--- src/rtl/decoder_2x4_stream.sv ---
// rtl/decoder_2x4_stream.sv - registered binary-to-one-hot stream decoder with 2-entry buffer
module decoder_2x4_stream #(
  parameter int CODE_W = 2,
  parameter int CNT_W  = 8,
  parameter int OUT_W  = 2**CODE_W
) (
  input  logic              clk,
  input  logic              rst_n,
  input  logic              en,
  input  logic              in_valid,
  output logic              in_ready,
  input  logic [CODE_W-1:0] in_code,
  output logic              out_valid,
  input  logic              out_ready,
  output logic [OUT_W-1:0]  out_onehot,
  output logic [CNT_W-1:0]  dec_count
);

  logic [OUT_W-1:0] mem [2];
  logic             wr_ptr;
  logic             rd_ptr;
  logic [1:0]       occ;
  logic             push;
  logic             pop;

  // in_ready depends on state, en and reset only; out_ready never feeds it.
  assign in_ready   = rst_n & en & (occ != 2'd2);
  assign out_valid  = (occ != 2'd0);
  assign out_onehot = out_valid ? mem[rd_ptr] : '0;

  assign push = in_valid & in_ready;
  assign pop  = out_valid & out_ready;

  always_ff @(posedge clk or negedge rst_n) begin
    if (!rst_n) begin
      wr_ptr <= 1'b0;
      rd_ptr <= 1'b0;
      occ    <= 2'd0;
      mem[0] <= '0;
      mem[1] <= '0;
    end else begin
      if (push) begin
        mem[wr_ptr] <= OUT_W'(1) << in_code;
        wr_ptr      <= ~wr_ptr;
      end
      if (pop) begin
        rd_ptr <= ~rd_ptr;
      end
      case ({push, pop})
        2'b10:   occ <= occ + 2'd1;
        2'b01:   occ <= occ - 2'd1;
        default: occ <= occ;
      endcase
    end
  end

  always_ff @(posedge clk or negedge rst_n) begin
    if (!rst_n) begin
      dec_count <= '0;
    end else if (pop && (dec_count != {CNT_W{1'b1}})) begin
      dec_count <= dec_count + CNT_W'(1);
    end
  end

endmodule

--- config.mk ---
export PLATFORM = sky130hd
export DESIGN_NAME = decoder_2x4_stream
export DESIGN_NICKNAME = d
export VERILOG_FILES = /design/src/rtl/decoder_2x4_stream.sv
export SDC_FILE = /design/constraint.sdc
export NUM_CORES = 1
export LEC_CHECK = 0
export CORE_MARGIN = 3
export CORE_UTILIZATION = 49
export CTS_CLUSTER_DIAMETER = 120
export DETAILED_ROUTE_END_ITERATION = 10
export GPL_TIMING_DRIVEN = 1
export PLACE_DENSITY_LB_ADDON = 0.08
export SLEW_MARGIN = 30
export SYNTH_ARGS = -nofsm -noshare
export SYNTH_HDL_FRONTEND = slang
export SYNTH_SLANG_ARGS = --single-unit
--- constraint.sdc ---
create_clock -name clk -period 1.8 [get_ports clk]
set_clock_uncertainty 0.1 [all_clocks]
set_input_delay 0.36 -clock clk [delete_from_list [all_inputs] [get_ports clk]]
set_output_delay 0.36 -clock clk [all_outputs]
set_load 0.03 [all_outputs]
Yosys cells after proc, flatten, opt, wreduce, memory -nomap -nowiden
Index checks and enable logic that the tools add are counted.

word-level totals
  register bits after elaboration = 20
  input port bits = 7
  output and inout port bits = 14
  logic and storage cells = 37

operators by class
  $add $sub $neg = 3
  $lt $le $gt $ge = 3
  equality and inequality tests = 4
  shift-type cells = 1
  muxes and demuxes = 8
  bitwise gates (word level) = 8
  reduce and logical (&&, ||, !) cells = 4

operators with widths
  operator                                                   number
  two-way mux 4 bit                                          5
  adder 8 x 1 -> 8 bit (second input constant)               1
  bitwise mux 8 bit                                          1
  inequality test 8 bit (second input constant)              1
  AND 1 bit                                                  4
  demux 4 bit (select 1 bit)                                 1
  greater-or-equal comparator 2 bit (second input constant)  2
  inverter 1 -> 2 bit                                        2
  one-hot mux 2 bit (2 select lines)                         1
  nonzero test 2 bit                                         2
  left shift 1 x 2 -> 4 bit (first input constant)           1
  adder 2 x 1 -> 2 bit (second input constant)               1
  equality test 2 x 1 -> 1 bit (second input constant)       1
  equality test 2 bit (second input constant)                1
  logical AND 1 bit                                          2
  < comparator 2 x 1 -> 1 bit (second input constant)        1
  inequality test 2 bit (second input constant)              1
  inverter 1 bit                                             2
  subtractor 2 x 1 -> 2 bit (second input constant)          1

Longest topological paths before layout
Gate-level depths: netlist of the first run.

  depth after elaboration = 6
  depth in mapped cells = 7
  mapped depth without buffers = 6

Least setup slack after synthesis of the first run
Ideal clock, no wire load.

  path type = register to register
  start = register dec_count[0]
  end = register dec_count[1]
  setup time = 0.125 ns
  arrival = 1.621 ns
  required time = 1.575 ns
  path slack = -0.046 ns
  cell stages (with the launch flop) = 5
  path buffers = 0
  period minus slack after synthesis = 1.846 ns
  cell sequence = dfrtp_1 > ha_1 > nand3_1 > o21ai_0 > mux2_2

on the way
  word-level cells in the longest chain between the ends = 2
  elaborated cells on any way between the ends = 3
  classes of those cells = add/sub: 1; eq/ne: 1; reduce/logical: 1

RTL lines
  what                                                          RTL line  text
  from (decl)                                                   16        output logic [CNT_W-1:0] dec_count
  from (signal assigned)                                        61        dec_count <= dec_count + CNT_W'(1);
  branches (longest 2 deep; another with adder 8 x 1 -> 8 bit)  -

Several ways; the timed one is not identified.
A chain may end at the register's enable or synchronous reset.

Final worst setup path of the first run
  start = input port rst_n
  end = output port in_ready

on the way
  word-level cells in the longest chain between the ends = 2

RTL lines
  what                    RTL line  text
  from (decl)             8         input logic rst_n,
  AND 1 bit (2 in a row)  27        assign in_ready = rst_n & en & (occ != 2'd2);
  to (decl)               11        output logic in_ready,

Every way passes these cells.

==> reports/metrics.yaml, run 1 <==
regArea_um2: 504.2
max_stage_delay_ns: 0.53
cp_top_family: "buffers and inverters"
start_util: 0.5569
io_pins: 21
cts-root-buf: "clkbuf_4"
total_power_w: 0.002466
layout_commonest_cell: "buf_4"
tightest_slew_ns: 0.4054
path_class: "in -> out"
p_clk_frac: 0.148
seqPwrFrac: 0.340
yosysWarningCount: 0
yosysSeqAreaShare: 0.4837
grt_util_all_layers: 0.1834
r2r_slack_ns: 0.16
holdWs_ns: 0.3303
die_area_um2: 2699
p_sw_frac: 0.4196
hold_buffers: 0
ant_nets: 0
gr-total-overflow: 0
grt_max_degree: 14
h-tree-depth: 1
cts_tree: "done"
p_int_w: 0.001431
pwr-share-comb: 0.512
fin_crit_sh: 0.9749
r2r_cells: 4
synth_edf_count: 0
setup_viol: 0
start_kind: "primary input"
first_global_vias: 817
nets: 136
synth_area_um2: 1035
drc_errors: 0
instances_no_fill: 151
fin_ws_ns: 0.04521
reg2reg_from: "occ[0]$_DFFE_PN0P_"
arrival_ns: 1.29
dr.pass1.iters: 4
multi_input_area_um2: 499.2
syn_inst: 91
drive_gt1_frac: 0.3175
worstPathRequired_ns: 1.34
clock_path_buffers: 2
core_area_um2: 1858
r2r_end: "mem[7]$_DFFE_PN0P_"
hp-class: "in -> async"
worst-path-buf-inv: 2
post_cts_buffers: 0
vias_per_cell: 5.424
synth_top_area_share: 0.4837
synth_fp_nets: 100
final_hold_viol_count: 0
drt-wirelength-per-cell_um: 13.81
async_flop_share: 1.000
final_cell_mix: "buf_4, dfrtp_1, mux2_2, nor2_1, dlygate4sd2_1"
rows: 15
cpMaxStageDelayCell: "clkdlybuf4s50_1"
dp_hpwl_mm: 1.576
ys_top_cells_by_area: "dfrtp_1, mux2_2, xnor2_1"
p_leak_nw: 0.6392
crit_path_start: "rst_n"
fmax_ghz: 0.5699
utilization: 0.7428
portBuffers: 20
drt_iter0_markers: 10
clk_pin_slew_ns: 0.11
grt_pass1_wl_mm: 3.608
synth_top_area_cell: "dfrtp_1"
dp_cells: 147
cts.sinks: 20
crit_chain: "clkdlybuf4s50_1 -> nand2_2 -> a21oi_1 -> buf_4"
nFillCells: 150
insertedDiodeCount: 0
drt-total-wl_mm: 2.086
worstPathMaxFanout: 3
die_height_um: 51.96
ir_drop_mv: 1.282
rsz0062_at_grt: "no"
antenna_found_initial: 0
endpoint: "in_ready"
clk_latency_ns: 0.31
pre_cts_slack_ns: -0.2520
synth_seq_cells: 20
status: "finished clean"
area_delta_synth_final_pct: 33.37
cts_buffers: 3
syn_avg_cell_area_um2: 11.37
power_density_nw_per_um2: 1787
num_vias: 819
critical_path_depth: 4
slew_violations: 0
globalplace.congestion: 0.7758
ys_types: 28
slew_headroom: 0.7297
die_w_um: 51.96
cap_violations: 0
end_kind: "output port"
ys.flop_type: "dfrtp_1"
p_sw_w: 0.001035
post-route-min-period_ns: 1.755
==> area by class of cell <==
cell class	count	area share
multi-input cells	63	0.3617
clock inverters	1	0.02176
flip-flops and latches	20	0.3654
well taps	25	0.02267
clock buffers	3	0.01632
repair buffers	33	0.1958
inverters	6	0.01632
==> per-layer routing <==
layer  global-route usage  share of wire  vias to the layer above
met5                    0              0                        -
met2               0.2887           0.46                       20
met3              0.02579          0.035                        5
li1                     -              -                      400
met4               0.1048          0.024                        0
met1               0.2394           0.48                      394
==> kinds of logic (layout without fill, tap and decap cells) <==
group,count (synthesis),after routing,synth area share
AND/OR/NAND/NOR,23,23,0.1125
flip-flops,20,20,0.4837
AO/OA/AOI/OAI,17,17,0.1366
multiplexers,14,14,0.1475
buffers and inverters,8,43,0.03627
XOR/XNOR,7,7,0.05925
adder cells (fa/ha/maj),2,2,0.02418
==> timing repair <==
item                       4_1_cts  5_1_grt
pin swaps                        0        0
resized for setup               11        4
setup endpoints to repair        9        6
hold endpoints to repair         0        0
==> worst min-delay path by stage <==
stage          slack, ns                       end  cells after the start                from
2_1_floorplan      -0.04  dec_count[0]$_DFFE_PN0P_                      0               rst_n
3_3_place_gp        0.39        mem[0]$_DFFE_PN0P_                      1  mem[0]$_DFFE_PN0P_
3_5_place_dp        0.39        mem[3]$_DFFE_PN0P_                      1  mem[3]$_DFFE_PN0P_
4_1_cts             0.31        occ[1]$_DFFE_PN0P_                      2               rst_n
5_1_grt             0.33        occ[0]$_DFFE_PN0P_                      2               rst_n
6_report            0.33  dec_count[0]$_DFFE_PN0P_                      2               rst_n
==> sequential cells by signal (all words and copies together), names as in the netlist <==
signal and cells:
dec_count 8, mem 8, occ 2, rd_ptr 1
wr_ptr 1
==> worst reg2reg max path, cell delays in order, from the launching register on <==
cell and delay, ns:
dfrtp_1 0.36, buf_4 0.16, inv_2 0.07, a2111oi_4 0.47, mux2_2 0.39
==> synthesized netlist by cell type (2+ instances only) <==
| master | count |
|---|---|
| inv_1 | 5 |
| nand3_1 | 3 |
| nor2_1 | 8 |
| xnor2_1 | 7 |
| mux2_2 | 10 |
| a211oi_1 | 2 |
| ha_1 | 2 |
| a21oi_1 | 6 |
| o2111ai_1 | 2 |
| dfrtp_1 | 20 |
| mux2i_1 | 4 |
| and4_1 | 2 |
| nand2_1 | 3 |
| nor2b_1 | 3 |
==> metrics by stage <==
step           TNS (ns)  area, µm²
2_1_floorplan         0       1037
3_3_place_gp     -1.810       1339
3_5_place_dp     -1.997       1339
4_1_cts               0       1383
5_1_grt               0       1380
6_report              0       1380
==> power groups by stage <==
stage	Combinational (W)	Clock [W]	Sequential [W]
global route	0.00139	0.000396	0.000866
global placement	0.00131	0	0.000837
detailed placement	0.00133	0	0.000845
finish	0.00126	0.000365	0.000838
floorplan	0.000678	0	0.000977
CTS	0.00128	0.000380	0.000835
No activity file was read; power rests on OpenSTA's default activity.
==> inputs of run 2 (changes only) <==
- SKIP_LAST_GASP: not set -> 1
==> run 2 against run 1 <==
Clock power barely moved; critical path type unchanged; fmax unchanged; final area unchanged; first-iteration DRC count did not move; clock-buffer cell count unchanged; sequential cell count is the same; worst setup slack is the same; largest cell class unchanged; sequential power is essentially flat.
==> reports/metrics.yaml, run 2 (same netlist as run 1, synthesis figures left out) <==
crit_path_start: "rst_n"
met3_usage: 0.02579
globalplace.congestion: 0.7758
num_vias: 821
core_area_um2: 1858
grt_use_met1: 0.2394
fin_crit_sh: 0.9749
cts-root-buf: "clkbuf_4"
fmax_ghz: 0.5699
cts_tree: "done"
nFillCells: 148
cts.sinks: 20
h-tree-depth: 1
slew_violations: 0
drt-wirelength-per-cell_um: 13.81
power_density_nw_per_um2: 1787
gr-total-overflow: 0
post-route-min-period_ns: 1.755
end_kind: "output port"
holdWs_ns: 0.3303
cts_buffers: 3
hold_buffers: 0
tightest_slew_ns: 0.4054
crit_chain: "clkdlybuf4s50_1 -> nand2_2 -> a21oi_1 -> buf_4"
instances_no_fill: 151
path_class: "in -> out"
drt_iter0_markers: 10
grt_util_all_layers: 0.1834
vias_per_cell: 5.437
die_area_um2: 2699
dp_cells: 147
rows: 15
clock_path_buffers: 2
drc_errors: 0
clk_pin_slew_ns: 0.11
ant_nets: 0
nets: 136
antenna_found_initial: 0
portBuffers: 20
grt_pass1_wl_mm: 3.608
grt_util_met2: 0.2887
drt-total-wl_mm: 2.086
p_leak_nw: 0.6400
die_height_um: 51.96
final_hold_viol_count: 0
reg2reg_from: "occ[0]$_DFFE_PN0P_"
post_dp_cell_area_um2: 1339
worstPathRequired_ns: 1.34
io_pins: 21
layout_commonest_cell: "buf_4"
rsz0062_at_grt: "no"
status: "finished clean"
die_w_um: 51.96
slew_headroom: 0.7297
max_stage_delay_ns: 0.53
area_delta_synth_final_pct: 33.37
start_util: 0.5569
worstPathMaxFanout: 3
hp-class: "in -> async"
clk_latency_ns: 0.31
dp_hpwl_mm: 1.576
insertedDiodeCount: 0
grt_max_degree: 14
final_area_um2: 1380
final_cell_mix: "buf_4, dfrtp_1, mux2_2, nor2_1, dlygate4sd2_1"
top_usage_layer: "met2"
ir_drop_mv: 1.282
largestRegisters: "dec_count x8, mem x8, occ x2"
first_global_vias: 817
arrival_ns: 1.29
drive_gt1_frac: 0.3175
setup_viol: 0
start_kind: "primary input"
dr.pass1.iters: 4
cap_violations: 0
cpMaxStageDelayCell: "clkdlybuf4s50_1"
-- run 2: worst max-delay path: cells and delay by family --
kind / cells / cell delay, ns
simple gates: 1 / 0.10
buf+inv: 2 / 0.70
compound gates: 1 / 0.12
-- run 2: power breakdown --
group,internal (W),total (W),switching (W)
Sequential,0.000650,0.000838,0.000188
Combinational,0.000555,0.00126,0.000707
Clock,0.000225,0.000365,0.000140
Total,0.00143,0.00247,0.00104
-- run 2: repair_timing --
action	4_1_cts	5_1_grt
setup buffers	0	0
endpoints found under the setup margin	9	6
resized for setup	9	4
-- run 2: per-layer routing --
metal | vias to the layer above | share of wire
met3 | 5 | 0.035
met2 | 20 | 0.46
met1 | 396 | 0.48
met4 | 0 | 0.024
met5 | - | 0
li1 | 400 | -
-- run 2: final cells by class --
class	count	area, µm²	area share
Sequential cell	20	504.2	0.3654
Multi-Input combinational cell	63	499.2	0.3617
Timing Repair Buffer	33	270.3	0.1958
Tap cell	25	31.28	0.02267
Clock inverter	1	30.03	0.02176
Clock buffer	3	22.52	0.01632
Inverter	6	22.52	0.01632
-- run 2: path summary, 6_finish.rpt --
path / end / depth (start not counted) / slack, ns
worst min register to register: mem[3]$_DFFE_PN0P_ / 1 / 0.42
worst max register to register: mem[7]$_DFFE_PN0P_ / 4 / 0.16
worst max-delay path: in_ready / 4 / 0.05
min in group clk: mem[3]$_DFFE_PN0P_ / 1 / 0.42
max in group asynchronous: rd_ptr$_DFFE_PN0P_ / 2 / 1.08
worst min-delay path: dec_count[0]$_DFFE_PN0P_ / 2 / 0.33
-- run 2: through the flow --
step	setup WS [ns]	total power [W]	TNS, ns	util
final	0.04521	0.002466	0	0.7428
after global routing	0.01406	0.002648	0	0.7428
after CTS	-0.04391	0.002491	-0.04391	0.7428
after detailed placement	-0.2520	0.002174	-1.997	0.7205
after global placement	-0.2096	0.002146	-1.810	0.7205
after floorplan	0.07055	0.001655	0	-
==> inputs of run 3 (changes only) <==
--- a/config.mk
+++ b/config.mk
@@ -13,3 +13,2 @@
 export PLACE_DENSITY_LB_ADDON = 0.08
-export SKIP_LAST_GASP = 1
 export SLEW_MARGIN = 30
==> constraint.sdc (replaced) <==
create_clock -name clk -period 1.8 [get_ports clk]
set_clock_uncertainty 0.1 [all_clocks]
set_input_delay 0.27 -clock clk [delete_from_list [all_inputs] [get_ports clk]]
set_output_delay 0.27 -clock clk [all_outputs]
set_load 0.03 [all_outputs]
==> run 3 against run 2 <==
Via count shrank 0.37%; combinational power shrank 4%; highest routed layer unchanged; sequential power grew 2%; utilization shrank 0.67 points; first-iteration DRC count grew 30%; clock power shrank 2%.
==> reports/metrics.yaml, run 3 (same netlist as run 1, synthesis figures left out) <==
status: "finished clean"
globalplace.congestion: 0.7777
grt_util_met2: 0.2845
crit_chain: "mux2i_1 -> nor2_1 -> clkdlybuf4s15_2"
worst-path-buf-inv: 1
drive_gt1_frac: 0.2903
post_cts_buffers: 0
seqPwrFrac: 0.353
layout_commonest_cell: "dfrtp_1"
tightest_slew_ns: 0.4052
grt_util_all_layers: 0.1822
clock_path_buffers: 2
cts_buffers: 3
final_cell_mix: "dfrtp_1, buf_4, mux2_2, nor2_1"
dp_hpwl_mm: 1.546
nFillCells: 137
ir_drop_mv: 1.165
fin_crit_sh: 0.9670
post-route-min-period_ns: 1.741
fin_ws_ns: 0.05945
slew_violations: 0
r2r_cells: 4
slew_headroom: 0.7299
hp-class: "in -> async"
core_area_um2: 1858
final_hold_viol_count: 0
ctsResizeCount: 16
fmax_ghz: 0.5745
io_pins: 21
r2r_end: "dec_count[1]$_DFFE_PN0P_"
met3_usage: 0.02579
p_sw_frac: 0.4227
area_delta_synth_final_pct: 32.16
arrival_ns: 1.37
gr-total-overflow: 0
power_density_nw_per_um2: 1772
drt_iter0_markers: 13
largestRegisters: "dec_count x8, mem x8, occ x2"
rsz0062_at_grt: "no"
grt_use_met1: 0.2615
cpMaxStageDelayCell: "dfrtp_2"
r2r_slack_ns: 0.13
cts_tree: "done"
p_sw_w: 0.001025
vias_per_cell: 5.490
end_kind: "output port"
insertedDiodeCount: 0
first_global_vias: 839
cts.sinks: 20
die_w_um: 51.96
p_int_w: 0.001399
cap_violations: 0
die_height_um: 51.96
start_kind: "flop"
dr.pass1.iters: 4
setup_viol: 0
die_area_um2: 2699
antenna_found_initial: 0
rows: 15
drt-total-wl_mm: 2.104
path_class: "reg -> out"
clk_latency_ns: 0.30
pwr-share-comb: 0.499
cts-root-buf: "clkbuf_4"
max_stage_delay_ns: 0.49
top_usage_layer: "met2"
start_util: 0.5569
num_vias: 818
grt_max_degree: 14
h-tree-depth: 1
ant_nets: 0
reg2reg_from: "dec_count[1]$_DFFE_PN0P_"
nets: 134
grt_pass1_wl_mm: 3.698
p_clk_frac: 0.148
holdWs_ns: 0.2363
cp_top_family: "flip-flops"
drt-wirelength-per-cell_um: 14.12
drc_errors: 0
p_leak_nw: 0.6355
portBuffers: 20
hold_buffers: 0
worstPathRequired_ns: 1.43
clk_pin_slew_ns: 0.11
pre_cts_slack_ns: -0.1648
worstPathMaxFanout: 5
==> run 3: cell count changes in the layout (fill, tap and decap cells not counted), sizes merged <==
cell and delta:
dlymetal6s2s +1, clkdlybuf4s15 +2, buf -6, clkbuf +2
dlygate4sd2 -1
==> run 3: worst max-delay path by stage <==
stage,startpoint,cells past startpoint,slack (ns),to
3_3_place_gp,rst_n,4,-0.12,mem[7]$_DFFE_PN0P_
4_1_cts,rd_ptr$_DFFE_PN0P_,3,0.02,out_onehot[1]
3_5_place_dp,rst_n,4,-0.16,mem[4]$_DFFE_PN0P_
2_1_floorplan,dec_count[0]$_DFFE_PN0P_,4,0.07,dec_count[1]$_DFFE_PN0P_
5_1_grt,rd_ptr$_DFFE_PN0P_,3,0.006,out_onehot[3]
6_report,rd_ptr$_DFFE_PN0P_,3,0.06,out_onehot[3]
==> run 3: per-layer routing <==
layer  wire [µm]  up-vias
li1            -      397
met1        1011      394
met2         975       23
met3          96        4
met4          20        0
met5           0        -
==> run 3: power groups by stage <==
stage | registers [W] | logic (W) | clock network [W]
after CTS | 0.000853 | 0.00123 | 0.000372
after global routing | 0.000897 | 0.00132 | 0.000393
after global placement | 0.000852 | 0.00129 | 0
after detailed placement | 0.000855 | 0.00130 | 0
after floorplan | 0.000977 | 0.000678 | 0
final | 0.000857 | 0.00121 | 0.000359
==> run 3: stage by stage <==
step	instance area (µm²)	TNS, ns	util	std cells	power [W]
final	1368	0	0.7360	149	0.002424
after global placement	1334	-0.9235	0.7178	145	0.002138
after detailed placement	1334	-1.208	0.7178	145	0.002158
after CTS	1376	0	0.7407	149	0.002454
after floorplan	1037	0	-	91	0.001655
after global routing	1368	0	0.7360	149	0.002608
==> run 3: cell type report <==
class	instances	area (µm²)	area share
clock buffer	3	22.52	0.01647
clock inverter	1	30.03	0.02196
inverter	6	22.52	0.01647
multi-input combinational	63	496.7	0.3632
sequential	20	504.2	0.3687
tap	25	31.28	0.02287
timing repair buffer	31	260.3	0.1903
==> run 3: worst register-to-register path, cell delays in order, from the launching register on <==
cell and delay [ns]:
dfrtp_2 0.41, ha_1 0.23, nand3_1 0.11, o21ai_0 0.35, mux2_2 0.37
